**src/rtl/fifo_pkg.sv**
```systemverilog
// Shared FIFO constants and pointer code conversions, used by both the
// write-side and read-side flag generators.
package fifo_pkg;

  localparam int ADDR_WIDTH_DEF = 4;
  localparam int DEPTH_DEF      = 1 << ADDR_WIDTH_DEF;

  function automatic logic [31:0] bin2gray(input logic [31:0] b);
    return b ^ (b >> 1);
  endfunction

  // Callers zero-extend narrower pointers; leading zeros decode to zeros.
  function automatic logic [31:0] gray2bin(input logic [31:0] g);
    logic [31:0] b;
    b[31] = g[31];
    for (int i = 30; i >= 0; i--) b[i] = b[i+1] ^ g[i];
    return b;
  endfunction

endpackage

```
**src/rtl/ptr_sync.sv**
```systemverilog
// Multi-flop synchronizer for a Gray-coded pointer crossing into this domain.
module ptr_sync #(
  parameter int WIDTH  = 5,
  parameter int STAGES = 2
) (
  input  logic             i_clk,
  input  logic             i_rst_n,
  input  logic [WIDTH-1:0] i_d,
  output logic [WIDTH-1:0] o_q
);

  logic [STAGES-1:0][WIDTH-1:0] r_sync;

  always_ff @(posedge i_clk) begin
    if (!i_rst_n) begin
      r_sync <= '0;
    end else begin
      r_sync[0] <= i_d;
      for (int s = 1; s < STAGES; s++) r_sync[s] <= r_sync[s-1];
    end
  end

  assign o_q = r_sync[STAGES-1];

endmodule

```
**src/rtl/wr_full_gen.sv**
```systemverilog
// Write-side flag generator: Gray write pointer export, full, occupancy,
// almost-full and sticky overflow, against a synchronized read pointer.
module wr_full_gen
  import fifo_pkg::*;
#(
  parameter int DEPTH        = DEPTH_DEF,
  parameter int ADDR_WIDTH   = ADDR_WIDTH_DEF,
  parameter int SYNC_STAGES  = 2,
  parameter int AFULL_THRESH = 12
) (
  input  logic                wr_clk,
  input  logic                rst_n,
  input  logic [ADDR_WIDTH:0] wr_ptr_ext,
  input  logic                wr_en_sys,
  input  logic [ADDR_WIDTH:0] rd_ptr_gray,
  output logic [ADDR_WIDTH:0] wr_ptr_gray,
  output logic                full,
  output logic                almost_full,
  output logic [ADDR_WIDTH:0] wr_level,
  output logic                overflow_err
);

  localparam int PW = ADDR_WIDTH + 1;

  logic [31:0]           w_wr_gray32;
  logic [31:0]           w_rd_bin32;
  logic [ADDR_WIDTH:0]   w_wr_gray;
  logic [ADDR_WIDTH:0]   w_rd_gray_sync;
  logic [ADDR_WIDTH:0]   w_rd_bin_sync;
  logic [ADDR_WIDTH:0]   w_full_cmp;
  logic [ADDR_WIDTH:0]   r_wr_gray;
  logic                  r_afull;
  logic                  r_ovf;

  ptr_sync #(
    .WIDTH  (PW),
    .STAGES (SYNC_STAGES)
  ) u_rd_sync (
    .i_clk   (wr_clk),
    .i_rst_n (rst_n),
    .i_d     (rd_ptr_gray),
    .o_q     (w_rd_gray_sync)
  );

  assign w_wr_gray32   = bin2gray(32'(wr_ptr_ext));
  assign w_wr_gray     = w_wr_gray32[ADDR_WIDTH:0];
  assign w_rd_bin32    = gray2bin(32'(w_rd_gray_sync));
  assign w_rd_bin_sync = w_rd_bin32[ADDR_WIDTH:0];

  // Full when write is exactly one lap ahead: in Gray that is the top two
  // bits inverted, the rest equal.
  assign w_full_cmp = {~w_rd_gray_sync[ADDR_WIDTH:ADDR_WIDTH-1],
                       w_rd_gray_sync[ADDR_WIDTH-2:0]};
  assign full       = (w_wr_gray == w_full_cmp);
  assign wr_level   = wr_ptr_ext - w_rd_bin_sync;

  always_ff @(posedge wr_clk) begin
    if (!rst_n) begin
      r_wr_gray <= '0;
      r_afull   <= 1'b0;
      r_ovf     <= 1'b0;
    end else begin
      r_wr_gray <= w_wr_gray;
      r_afull   <= (wr_level >= PW'(AFULL_THRESH));
      if (full && wr_en_sys) r_ovf <= 1'b1;
    end
  end

  assign wr_ptr_gray  = r_wr_gray;
  assign almost_full  = r_afull;
  assign overflow_err = r_ovf;

endmodule

```
**config.mk**
```make
export PLATFORM = sky130hd
export DESIGN_NAME = wr_full_gen
export DESIGN_NICKNAME = d
export VERILOG_FILES = /design/src/rtl/fifo_pkg.sv /design/src/rtl/ptr_sync.sv /design/src/rtl/wr_full_gen.sv
export SDC_FILE = /design/constraint.sdc
export NUM_CORES = 1
export LEC_CHECK = 0
export CORE_MARGIN = 2
export CORE_UTILIZATION = 48
export DETAILED_ROUTE_END_ITERATION = 6
export GPL_TIMING_DRIVEN = 0
export PLACE_DENSITY = 0.82
export SYNTH_ARGS = -nofsm -noshare
export SYNTH_HDL_FRONTEND = slang
export SYNTH_SLANG_ARGS = --single-unit
```
**constraint.sdc**
```tcl
create_clock -name wr_clk -period 4.3 [get_ports wr_clk]
set_input_delay 1.075 -clock wr_clk [delete_from_list [all_inputs] [get_ports wr_clk]]
set_output_delay 1.075 -clock wr_clk [all_outputs]
set_load 0.03 [all_outputs]
```
Yosys cells after proc, flatten, opt, wreduce, memory -nomap -nowiden
Index checks and enable logic that the tools add are counted.
{"block": "word_totals", "reg_bits": 17, "in_bits": 13, "out_inout_bits": 13, "word_cells": 15}
{"block": "classes", "add_sub_neg": 1, "magnitude_cmp": 1, "n_eq_ne": 1, "bitwise_logic": 6, "reduce_logical": 1}
{"operator": "$eq A5 B5 Y1", "n": 1}
{"operator": "$ge A5 B4 Y1 const B", "n": 1}
{"operator": "$sub A5 B5 Y5", "n": 1}
{"operator": "$xor A5 B4 Y5", "n": 1}
{"operator": "$xor A1 B1 Y1", "n": 4}
{"operator": "$not A2 Y2", "n": 1}
{"operator": "$logic_and A1 B1 Y1", "n": 1}

Logic depth before layout (Yosys ltp)
{"block": "depth", "word_depth": 6, "mapped_depth": 10, "depth_no_buf": 10}

By module
A second synthesis with hierarchy kept.
{"block": "hier_totals", "cells_unflattened": 85, "area_unflattened_um2": 857.1}
{"module": "wr_full_gen", "instances": 1, "cells_each": 60, "area_per_inst_um2": 556.8, "seq_area_each_um2": 140.1}
{"module": "ptr_sync", "instances": 1, "cells_each": 25, "area_per_inst_um2": 300.3, "seq_area_each_um2": 200.2}

Worst setup path before layout
Ideal clock, no wire load.
{"block": "synth_timing", "kind": "register to output", "startpoint": "reg u_rd_sync.r_sync, in the netlist u_rd_sync.o_q[4]", "endpoint": "out wr_level[4]", "arrival_time_ns": 2.309, "required_ns": 3.225, "setup_slack_ns": 0.916, "stages_incl_launch_ff": 11, "cell_sequence": "dfxtp_1 -> xnor2_2 -> xor2_2 -> xor2_2 -> xnor2_1 -> ha_1 -> fa_1 -> nor2b_1 -> o21a_1 -> or3_1 -> nand2_1"}
{"block": "synth_between", "elab_chain_cells": 5}
{"item": "start: declaration", "line_no": "ptr_sync.sv:12", "source": "logic [STAGES-1:0][WIDTH-1:0] r_sync;"}
{"item": "$xor A1 B1 Y1 (4 in a row)", "line_no": "fifo_pkg.sv:16", "source": "for (int i = 30; i >= 0; i--) b[i] = b[i+1] ^ g[i];"}
{"item": "$sub A5 B5 Y5 *", "line_no": "wr_full_gen.sv:55", "source": "assign wr_level = wr_ptr_ext - w_rd_bin_sync;"}
{"item": "end: declaration", "line_no": "wr_full_gen.sv:19", "source": "output logic [ADDR_WIDTH:0] wr_level,"}
Mark *: on every way between the ends. The rest lies on a longest branch, timed or not.

Worst setup path after layout
{"block": "layout_timing", "startpoint": "in wr_ptr_ext[3]", "endpoint": "out full"}
{"block": "layout_between", "elab_chain_cells": 2}
{"item": "start: declaration", "line_no": "wr_full_gen.sv:13", "source": "input logic [ADDR_WIDTH:0] wr_ptr_ext,"}
{"item": "$xor A5 B4 Y5", "line_no": "fifo_pkg.sv:9", "source": "return b ^ (b >> 1);"}
{"item": "$eq A5 B5 Y1", "line_no": "wr_full_gen.sv:54", "source": "assign full = (w_wr_gray == w_full_cmp);"}
{"item": "end: declaration", "line_no": "wr_full_gen.sv:17", "source": "output logic full,"}
No other way between the ends.

==> impl_results.md <==
* Final hold vios at 0
* TritonCTS buffer count at 3
* Post-Syn Area at about 850 um2
* Setup CP Type: input pin to output pin
* Starting Density at 0.504
* Synth area leader: dfxtp_1
* Diode count at 0
* # rows at 15
* Most frequent cell on the critical path: clkdlybuf4s50_1
* Area delta synth->final at 35.6%
* Final Max Slew Viols at 0
* H-tree depth at 1
* Final HPWL DP at 1260 um
* Final nets at 135
* Synth top area share at 0.400
* Clock tree sinks at 17
* Hold path endpoint: u_rd_sync.o_q[3]
* Leak pwr at 0.498 nW
* I/O Pins at 26
* Top_reg_cell synth: dfxtp_1
* Type of the tightest min-delay check: flop to flop
* Sequential area share after synthesis at 0.400
* Async SR Flop Fraction at 0
* PD cells at between 300 and 400 nW/um2
* Clock period minus worst slack at around 4100 ps
* Clock Skew at between 6 and 7 ps
* Total number of vias at roughly 670
* Port Buf Inserts at 25
* Final Util at 0.683
* Fill cell count at between 100 and 150
* Total track usage at 0.169
* Final setup violation count at 0
* Antenna violations before repair at 0
* Largest net degree at the start of global routing at 12
* Endpoint class of the critical path: output pin
* RSZ-0062 raised after global routing: false
* VDD IR max at 0.259 mV
* Final TNS setup at 0 ps
* Syn nets at ~110
* Largest cells by area after synthesis: dfxtp_1 (40%), and2_1 (8.8%), xnor2_1 (8.2%)
* Die width at 46.1 um
* Drt wl/cell at 11.2 um
* Die Ht at 46.1 um
* Layout cells sized above 1 at 0.0776
* DRC errors left at 0
* Worst-skew pair later-pin latency at 290 ps
* Worst Hold Launch: u_rd_sync.r_sync[3]
* DRT antenna net count at 0
* Reg2reg setup slack at between 1500 and 2000 ps
* Fin crit share at 0.958
* Placed instance count at 129
* Root buffer cell: clkbuf_4
* Worst r2r dst: almost_full
* Count leader, synth: dfxtp_1
* Post-synth top cells: dfxtp_1 (17), and2_1 (12), nor2_1 (8), xnor2_1 (8), inv_1 (7)
* Post-synth cell types at 27
* Rel. slew slack at 0.780
* CTS clock-pin slew for the worst setup and hold paths at roughly 100 ps
* Remaining global-route overflow at 0
* Post-synthesis register bit count at 17
* Max Cap Viol at 0
* Core area at around 1700 um2
* Status: complete, no violations
* CTS tree: built
* CP top delay family: buffers and inverters
* CP startpoint kind: input pin
* Total power at slightly above 0.4 mW
* Buf+Inv Stages, Crit Path at 2
* GPL Wtd Cong at 0.731
* Critical path's slowest cell: clkdlybuf4s50_1
* F_max at ~240 MHz
* 1st-iter DRT viols at 6
* Number of synthesized flops with an enable pin at 0
* R2R depth at 10
* Worst flop-to-flop path startpoint: u_rd_sync.o_q[3]
* Drt total wl at ~1500 um
* Vias in the first global route at 605
* CP Data Arrival Time at 3050 ps
* Mean Syn Cell Area at 9.78 um2
* Synth warnings at 0
* Worst-margin pin slew at 325 ps
* Post-DR vias/cell at 5.06
* Critical path required time at 3220 ps
* CP max stage delay at 670 ps
* First-pass GRT wire length at about 2500 um
* CTS max path bufs at 2
* Setup bufs post-CTS at 0
* Final std cells w/o fill at 133
* Initial DRT Pass Iterations at 2
* Hold Path Depth at 1
* Post-Syn Instances at 87
* Die area at 2130 um2
* Crit Path Max Fanout at 7
* Critical path, cell by cell: clkdlybuf4s50_1 -> nor4b_1 -> o21a_1 -> o22a_1 -> clkdlybuf4s50_1
-- sequential cells by signal, summed over array words and instances, names as in the netlist --
signal	flops
overflow_err	1
u_rd_sync.o_q	5
wr_ptr_gray	5
almost_full	1
u_rd_sync.r_sync	5
-- worst register-to-register path, cell delays in order, from the launching register on --
cell and delay (ps):
dfxtp_1 450, xnor2_2 170, xor2_2 230, xor2_2 230
xnor2_1 160, ha_1 210, fa_1 270, nor2b_1 70
o21a_1 170, or3_1 320, a41oi_1 170
-- through the flow --
step | hold slack, ps | cell area (um2) | setup slack [ps]
floorplan | 412 | 851 | 916
CTS | 444 | 1150 | 0.989
finish | 442 | 1150 | 179
detailed placement | 418 | 1120 | -221
global route | 471 | 1150 | 83.5
global placement | 414 | 1120 | -204
-- where the power goes --
part | internal (mW) | total, mW | leakage [nW] | switching (mW)
sequential | 0.167 | 0.171 | 0.141 | 0.00410
clock | 0.0354 | 0.0868 | 0.0139 | 0.0514
combinational | 0.0706 | 0.155 | 0.342 | 0.0843
total | 0.273 | 0.413 | 0.498 | 0.140
-- cell usage in the layout, fill, tap and decap left out --
cell type | netlist | layout
a21oi_1 | 1 | 1
nand4bb_1 | 1 | 1
nand4b_1 | 1 | 1
nand2_1 | 2 | 2
o21a_1 | 3 | 3
xnor2_2 | 1 | 1
clkdlybuf4s50_1 | 0 | 22
ha_1 | 4 | 4
clkbuf_4 | 0 | 3
or3_1 | 2 | 2
xor2_1 | 3 | 3
and2_1 | 12 | 12
nor4bb_1 | 1 | 1
dfxtp_1 | 17 | 16
o21ai_0 | 2 | 2
nor3_1 | 2 | 2
a22o_1 | 1 | 1
clkbuf_1 | 1 | 1
xor2_2 | 2 | 2
nor2_1 | 8 | 8
and3_1 | 1 | 1
xnor2_1 | 8 | 8
nor2b_1 | 2 | 2
fa_1 | 1 | 1
o22a_1 | 1 | 1
dlymetal6s2s_1 | 0 | 2
nor4b_1 | 1 | 1
a41oi_1 | 1 | 1
inv_1 | 7 | 7
dfxtp_2 | 0 | 1
clkbuf_2 | 0 | 1
a32oi_1 | 1 | 1
clkinvlp_4 | 0 | 1
-- layer usage --
layer	GRT usage	vias to the layer above	wire, um
met4	0.0343	0	0
met3	0.0824	0	93
met5	0	-	0
met1	0.169	311	568
met2	0.314	18	830
li1	-	344	-
-- repair_timing --
action                     4_1_cts  5_1_grt
setup endpoints to repair        1        3
gates resized for setup          1        5
hold buffers                     0        0
-- cells by family (layout without fill, tap and decap cells) --
| logic type | count (synthesis) | count (layout) | share of synthesized area |
|---|---|---|---|
| XOR/XNOR | 14 | 14 | 0.171 |
| flip-flops | 17 | 17 | 0.400 |
| AND/OR/NAND/NOR | 33 | 33 | 0.226 |
| buffers and inverters | 8 | 37 | 0.0353 |
| adder cells (fa/ha/maj) | 5 | 5 | 0.0824 |
| AO/OA/AOI/OAI | 10 | 10 | 0.0853 |
-- how the worst max path moves through the flow --
stage	start	to	slack, ps	cells after the start
finish	wr_ptr_ext[3]	full	180	5
detailed placement	wr_ptr_ext[0]	wr_level[4]	-220	9
CTS	wr_ptr_ext[0]	wr_level[2]	1	6
global route	wr_ptr_ext[3]	full	80	5
floorplan	u_rd_sync.o_q[4]	wr_level[4]	920	10
global placement	wr_ptr_ext[2]	wr_level[4]	-200	7
-- area by class of cell --
| type | count | area (um2) | share of cell area |
|---|---|---|---|
| repair buffers | 25 | 250 | 0.217 |
| well taps | 17 | 21.3 | 0.0184 |
| multi-input cells | 62 | 480 | 0.416 |
| clock buffers | 3 | 22.5 | 0.0195 |
| flip-flops and latches | 17 | 342 | 0.296 |
| plain buffers | 1 | 3.75 | 0.00325 |
| clock inverters | 1 | 7.51 | 0.00651 |
| inverters | 7 | 26.3 | 0.0228 |
No activity file was read; power rests on OpenSTA's default activity.
